$ cat config.mk
export PLATFORM = sky130hd
export DESIGN_NAME = exc_sequencer
export DESIGN_NICKNAME = d
export VERILOG_FILES = /design/src/rtl/exc_sequencer.sv
export SDC_FILE = /design/constraint.sdc
export NUM_CORES = 1
export LEC_CHECK = 0
export BUFFER_PORTS_ARGS = -buffer_cell sky130_fd_sc_hd__buf_2
export CAP_MARGIN = 20
export CELL_PAD_IN_SITES_DETAIL_PLACEMENT = 0
export CELL_PAD_IN_SITES_GLOBAL_PLACEMENT = 1
export CORE_UTILIZATION = 36
export CTS_CLUSTER_DIAMETER = 200
export DETAILED_ROUTE_END_ITERATION = 6
export PLACE_DENSITY_LB_ADDON = 0.05
export SLEW_MARGIN = 20
export SYNTH_ARGS = -nofsm -noshare
export SYNTH_HDL_FRONTEND = slang
export SYNTH_SLANG_ARGS = --single-unit
$ cat constraint.sdc
create_clock -name clk -period 3 [get_ports clk]
set_clock_uncertainty 0.05 [all_clocks]
set_input_delay 0.15 -clock clk [delete_from_list [all_inputs] [get_ports clk]]
set_output_delay 0.15 -clock clk [all_outputs]
set_load 0.05 [all_outputs]
$ cat src/rtl/exc_sequencer.sv
// Exception/interrupt sequencer between the M stage and CP0.
// Picks one event per trigger (interrupt > exception > eret), pulses the
// CP0 EXL strobe on the first flush cycle, holds flush for FLUSH_CYCLES
// cycles and then issues a single-cycle PC redirect.
// Every output comes straight from a register, so there is no
// combinational path from any input to any output.
module exc_sequencer #(
    parameter logic [31:0] HANDLER_PC   = 32'h0000_4180,
    parameter int          FLUSH_CYCLES = 2
) (
    input  logic        clk,
    input  logic        rst,
    input  logic        m_valid,
    input  logic [31:0] m_pc,
    input  logic        m_bd,
    input  logic [4:0]  m_exc,
    input  logic        m_eret,
    input  logic        int_req,
    input  logic [31:0] epc,
    output logic        cp0_exl_set,
    output logic        cp0_exl_clr,
    output logic [4:0]  cp0_exccode,
    output logic [31:0] cp0_pc,
    output logic        cp0_bd,
    output logic        flush,
    output logic        redirect_valid,
    output logic [31:0] redirect_pc,
    output logic        busy
);

    localparam logic [3:0] FLUSH_INIT = 4'(FLUSH_CYCLES);

    typedef enum logic [1:0] {
        ST_IDLE     = 2'd0,
        ST_FLUSH    = 2'd1,
        ST_REDIRECT = 2'd2
    } state_t;

    state_t      state_r;
    state_t      state_s;
    logic [3:0]  count_r;
    logic [3:0]  count_s;
    logic [31:0] target_r;
    logic [31:0] target_s;

    logic        exl_set_s;
    logic        exl_clr_s;
    logic [4:0]  exccode_s;
    logic [31:0] pc_s;
    logic        bd_s;
    logic        flush_s;
    logic        redirect_valid_s;
    logic [31:0] redirect_pc_s;
    logic        busy_s;

    logic        int_hit_s;
    logic        exc_hit_s;
    logic        eret_hit_s;

    // Qualify every request with a real (non-bubble) M-stage slot.
    always_comb begin
        int_hit_s  = m_valid & int_req;
        exc_hit_s  = m_valid & (m_exc != 5'd0);
        eret_hit_s = m_valid & m_eret;
    end

    // Next-state and next-output decode; outputs are registered below.
    always_comb begin
        state_s          = state_r;
        count_s          = count_r;
        target_s         = target_r;
        exl_set_s        = 1'b0;
        exl_clr_s        = 1'b0;
        exccode_s        = cp0_exccode;
        pc_s             = cp0_pc;
        bd_s             = cp0_bd;
        flush_s          = 1'b0;
        redirect_valid_s = 1'b0;
        redirect_pc_s    = redirect_pc;
        busy_s           = 1'b0;

        case (state_r)
            ST_IDLE: begin
                if (int_hit_s || exc_hit_s || eret_hit_s) begin
                    state_s = ST_FLUSH;
                    count_s = FLUSH_INIT;
                    pc_s    = m_pc;
                    bd_s    = m_bd;
                    flush_s = 1'b1;
                    busy_s  = 1'b1;
                    if (int_hit_s) begin
                        exccode_s = 5'd0;
                        target_s  = HANDLER_PC;
                        exl_set_s = 1'b1;
                    end else if (exc_hit_s) begin
                        exccode_s = m_exc;
                        target_s  = HANDLER_PC;
                        exl_set_s = 1'b1;
                    end else begin
                        // eret carries no cause; EPC was sampled this edge
                        exccode_s = 5'd0;
                        target_s  = epc;
                        exl_clr_s = 1'b1;
                    end
                end else begin
                    state_s = ST_IDLE;
                end
            end
            ST_FLUSH: begin
                busy_s  = 1'b1;
                count_s = count_r - 4'd1;
                if (count_r <= 4'd1) begin
                    state_s          = ST_REDIRECT;
                    redirect_valid_s = 1'b1;
                    redirect_pc_s    = target_r;
                end else begin
                    flush_s = 1'b1;
                end
            end
            ST_REDIRECT: begin
                state_s = ST_IDLE;
            end
            default: begin
                state_s = ST_IDLE;
                count_s = 4'd0;
            end
        endcase
    end

    // FSM state, flush counter and captured redirect target.
    always_ff @(posedge clk or posedge rst) begin
        if (rst) begin
            state_r  <= ST_IDLE;
            count_r  <= 4'd0;
            target_r <= 32'd0;
        end else begin
            state_r  <= state_s;
            count_r  <= count_s;
            target_r <= target_s;
        end
    end

    // Registered outputs towards CP0 and the fetch/pipeline control.
    always_ff @(posedge clk or posedge rst) begin
        if (rst) begin
            cp0_exl_set    <= 1'b0;
            cp0_exl_clr    <= 1'b0;
            cp0_exccode    <= 5'd0;
            cp0_pc         <= 32'd0;
            cp0_bd         <= 1'b0;
            flush          <= 1'b0;
            redirect_valid <= 1'b0;
            redirect_pc    <= 32'd0;
            busy           <= 1'b0;
        end else begin
            cp0_exl_set    <= exl_set_s;
            cp0_exl_clr    <= exl_clr_s;
            cp0_exccode    <= exccode_s;
            cp0_pc         <= pc_s;
            cp0_bd         <= bd_s;
            flush          <= flush_s;
            redirect_valid <= redirect_valid_s;
            redirect_pc    <= redirect_pc_s;
            busy           <= busy_s;
        end
    end

endmodule

# [After elaboration in Yosys (flattened, before gate mapping)]
# Cells that the tools add are included.
[word_totals] ff_bits=113 output_inout_bits=75 wordCells=52
[classes] add_sub_neg=1 magnitude_cmp=1 n_eq_ne=4 muxes=23 bitwise=4 n_reduce_logical=7
[op_table] operator="$mux 32" count=2
[op_table] operator="$mux 1" count=13
[op_table] operator="$pmux 4 s3" count=1
[op_table] operator="$mux 5" count=2
[op_table] operator="$reduce_and 2->1" count=3
[op_table] operator="$reduce_bool 5->1" count=1
[op_table] operator="$le 4x1->1 const B" count=1
[op_table] operator="$mux 4" count=1
[op_table] operator="$ne 2x2->1 const B" count=2
[op_table] operator="$pmux 1 s2" count=2
[op_table] operator="$pmux 2 s2" count=1
[op_table] operator="$sub 4x1->4 const B" count=1
[op_table] operator="$and 1x1->1" count=3
[op_table] operator="$eq 2x1->1 const B" count=1
[op_table] operator="$eq 2x2->1 const B" count=1
[op_table] operator="$logic_not 2->1" count=1
[op_table] operator="$logic_or 1x1->1" count=2
[op_table] operator="$mux 2" count=1
[op_table] operator="$not 1->1" count=1

# [Depth between registers and ports, before layout]
[logic_depth] depth_word=6 ltp_mapped=6 mapped_depth_nobuf=5

# [Least setup slack after synthesis]
# OpenSTA, ideal clock, no wires.
[synth_path] path_type="reg2reg" start="register state_r[1]" end="register redirect_pc[11]" setup_ns=0.125 t_arrival_ns=1.601 setup_slack_ns=1.225 stages_incl_launch_ff=6 period_less_slack_ns=1.775 cell_sequence="dfrtp_1 -> nand2b_1 -> buf_6 -> nor4_4 -> buf_6 -> mux2_2"
[synth_between] elab_chain_len=2
[synth_rtl] element="start, declared" line="39" source="state_t state_r;"
[synth_rtl] element="start signal, assigned" line="137" source="state_r <= state_s;"
[synth_rtl] element="$eq 2x1->1" line="82" source="case (state_r)"
[synth_rtl] element="$reduce_and 2->1 (no line)"
[synth_rtl] element="end signal, assigned" line="163" source="redirect_pc <= redirect_pc_s;"
[synth_rtl] element="end, declared" line="27" source="output logic [31:0] redirect_pc,"
# Every way passes these cells.
# A chain may end at the register's enable or synchronous reset.

# [Final worst setup path]
[layout_path] start="register state_r[0]" end="register cp0_pc[3]"
[layout_between] elab_chain_len=2
[layout_rtl] element="$logic_not 2->1" line="82"
[layout_rtl] element="$reduce_and 2->1 (no line)"
[layout_rtl] element="end signal, assigned" line="159" source="cp0_pc <= pc_s;"
[layout_rtl] element="end, declared" line="23" source="output logic [31:0] cp0_pc,"
# Every way passes these cells.

==> flow_summary_export.csv <==
group,metric,value,unit
final_layout,fill_cells,1056,
power,vdd_drop_max,0.343,mV
power,combinationalPowerShare,0.381,
route,drc,15,
worst_setup_path,r2r_end,"cp0_pc[3]",
global_route,grt_start_max_net_pins,47,
worst_setup_path,cp_max_fo,40,
worst_setup_path,arrival,2.34,ns
clocking,cts_buffer_depth,2,
final_layout,final_net_count,587,
sta,finalSetupTns,0,ns
worst_setup_path,rr_worst_depth,4,
clocking,cts-buffers-inserted,17,
power,design_power_total,6550,uW
sta,worstMarginPinSlew,0.813,ns
job,max_cap_violations,0,
global_route,overflow,0,
synthesis,syn_area_per_cell,15.5,sq um
final_layout,layout_commonest_cell,"buf_2",
sta,finalMaxSlewViolations,0,
floorplan,rows,39,
synthesis,netlist_instances,281,
synthesis,synth_seq_cells,113,
clocking,clk_pin_slew,0.05,ns
global_route,grt_pass1_vias,3302,
synthesis,synth_ff_type,"dfrtp_1",
clocking,cts_root_buf,"clkbuf_16",
synthesis,synth_edf_count,0,
power,cellLeakagePower,0.00323,uW
synthesis,yosys_warnings,0,
power,swShare,0.388,
sta,period_share,0.702,
worst_setup_path,setup.worst_path.end,"cp0_pc[3]",
route,vias_per_cell,4.67,
final_layout,area_growth,50.1,%
power,p_int,4000,uW
worst_hold_path,min_path_type,"in -> reg",
clocking,h-tree-depth,4,
clocking,cts_tree,"yes",
route,routed_wirelength,9.83,mm
floorplan,die_area,12500,sq um
route,drt-initial-drc-count,175,
run_status,outcome,"complete, but fails checks",
synthesis,synth_cell_type_count,35,
worst_setup_path,required,3.23,ns
global_route,grt_pass1_wl,16.7,mm
sta,finalHoldViolCount,0,
power,clkPwrFrac,0.302,
final_layout,drive_above_1_share,0.488,
synthesis,ys_seq_area_frac,0.651,
floorplan,fp.coreArea,11600,sq um
route,avgRoutedWirePerCell,14.8,microns
placement,dpl.hpwl,6.25,mm
placement,gp_congestion,0.727,
global_route,gr-usage-all-layers,0.175,
final_layout,final_cell_mix,"buf_2 (149), dfrtp_1 (113), dlygate4sd3_1 (70), mux2_2 (65), a22o_1 (29)",
clocking,insertion_delay,0.40,ns
floorplan,num_io_pins,150,
run_status,violations,"DRC",
synthesis,syn_area,4350,sq um
clocking,post-cts-setup-buffer-count,0,
synthesis,synthArstFlopShare,1.00,
power,p_seq_frac,0.317,
clocking,numClockSinks,113,
route,ant_nets,0,
worst_setup_path,crit_path_start_kind,"flip-flop",
worst_setup_path,crit_type,"reg -> reg",
power,power.density,1000,nW/um^2
worst_setup_path,crit_start,"state_r[0]",
sta,rsz0062_at_grt,"no",
final_layout,diodes,0,
placement,io_buffers,149,
sta,min_period,2.11,ns
sta,max_slew_margin,0.457,
route,firstDrtPassIters,6,
power,p_sw,2540,uW
floorplan,die_y,112,microns
sta,setup_viol_count_final,0,
worst_setup_path,end_kind,"flip-flop",
route,dr_total_vias,3109,
floorplan,die_w,112,microns
global_route,grt_antenna_before_repair,0,
sta,max_freq,0.475,GHz
worst_setup_path,timing.rr.start,"state_r[0]",
floorplan,initial_core_util,0.374,
synthesis,synth_nets,358,
worst_setup_path,r2r_setup_slack,0.89,ns
registers in the layout, indices dropped and copies added, names as in the netlist:
| name | cells |
|---|---|
| cp0_pc | 32 |
| redirect_pc | 32 |
| target_r | 32 |
| cp0_exccode | 5 |
| count_r | 4 |
| state_r | 2 |
| busy | 1 |
| cp0_bd | 1 |
| cp0_exl_clr | 1 |
| cp0_exl_set | 1 |
| flush | 1 |
| redirect_valid | 1 |
layer usage:
| layer | wire length, microns | global-route usage | share of wire | vias to the layer above |
|---|---|---|---|---|
| met3 | 790 | 0.0631 | 0.080 | 13 |
| met4 | 151 | 0.0775 | 0.015 | 0 |
| met5 | 0 | 0 | 0 | - |
| met1 | 4360 | 0.226 | 0.44 | 1493 |
| li1 | - | - | - | 1487 |
| met2 | 4530 | 0.264 | 0.46 | 116 |
kinds of logic (layout without fill, tap and decap cells):
kind of cell    after synthesis  after routing  synth area share
compound gates               45             45            0.0864
xor+xnor                      2              2           0.00403
fa+ha+maj                     2              2           0.00576
buf+inv                      25            267            0.0354
flops                       113            113             0.651
mux                          69             69             0.178
simple gates                 25             25            0.0403
timing repair:
item | in CTS | in global routing
hold buffers | 70 | 0
resized for setup | 0 | 0
hold endpoints to repair | 104 | 0
stage by stage:
stage / utilization / hold WS (ns) / instances / instance area (sq um) / setup slack [ns]
2_1_floorplan: - / 0.226 / 281 / 4350 / 1.22
5_1_grt: 0.562 / 0.0147 / 666 / 6530 / 0.794
6_report: 0.562 / 0.0260 / 666 / 6530 / 0.894
3_3_place_gp: 0.450 / 0.283 / 564 / 5230 / 0.924
4_1_cts: 0.562 / 0.00725 / 666 / 6530 / 0.895
3_5_place_dp: 0.450 / 0.293 / 564 / 5230 / 0.906
worst min path at each step:
stage / to / slack (ns) / startpoint / depth (start not counted)
after detailed placement: redirect_pc[27] / 0.29 / rst / 2
after CTS: cp0_exccode[4] / 0.007 / m_exc[4] / 2
after global placement: redirect_pc[27] / 0.28 / rst / 2
final: cp0_exccode[4] / 0.03 / m_exc[4] / 2
after global routing: cp0_exccode[4] / 0.01 / m_exc[4] / 2
after floorplan: target_r[14] / 0.23 / epc[14] / 1
synth_stat cells, types with 4 or more instances:
| master | number | area, sq um |
|---|---|---|
| inv_1 | 9 | 33.8 |
| a22o_1 | 29 | 254 |
| buf_6 | 4 | 45.0 |
| dfrtp_1 | 113 | 2830 |
| buf_4 | 7 | 52.6 |
| nand2_1 | 4 | 15.0 |
| nor3_1 | 4 | 20.0 |
| mux2i_1 | 4 | 40.0 |
| mux2_2 | 65 | 732 |
critical path, cell delays in order, from the launching register on:
cell and delay (ns):
dfrtp_1 0.49, nor3b_4 0.35, a21boi_4 0.22, buf_4 0.45, mux2_2 0.40
power groups by stage:
stage / registers (uW) / clock network, uW / logic (uW)
global placement: 2090 / 0 / 2440
detailed placement: 2100 / 0 / 2450
CTS: 2080 / 2030 / 2520
finish: 2080 / 1970 / 2490
floorplan: 3180 / 0 / 858
global route: 2120 / 2110 / 2630
layout make-up:
class / count / area [sq um] / share of cell area
Timing Repair Buffer: 226 / 1510 / 0.232
Clock buffer: 28 / 527 / 0.0807
Tap cell: 143 / 179 / 0.0274
Inverter: 9 / 37.5 / 0.00575
Sequential cell: 113 / 2830 / 0.433
Clock inverter: 4 / 70.1 / 0.0107
Multi-Input combinational cell: 143 / 1370 / 0.210
Note: power is estimated with default switching activity, not from simulation.
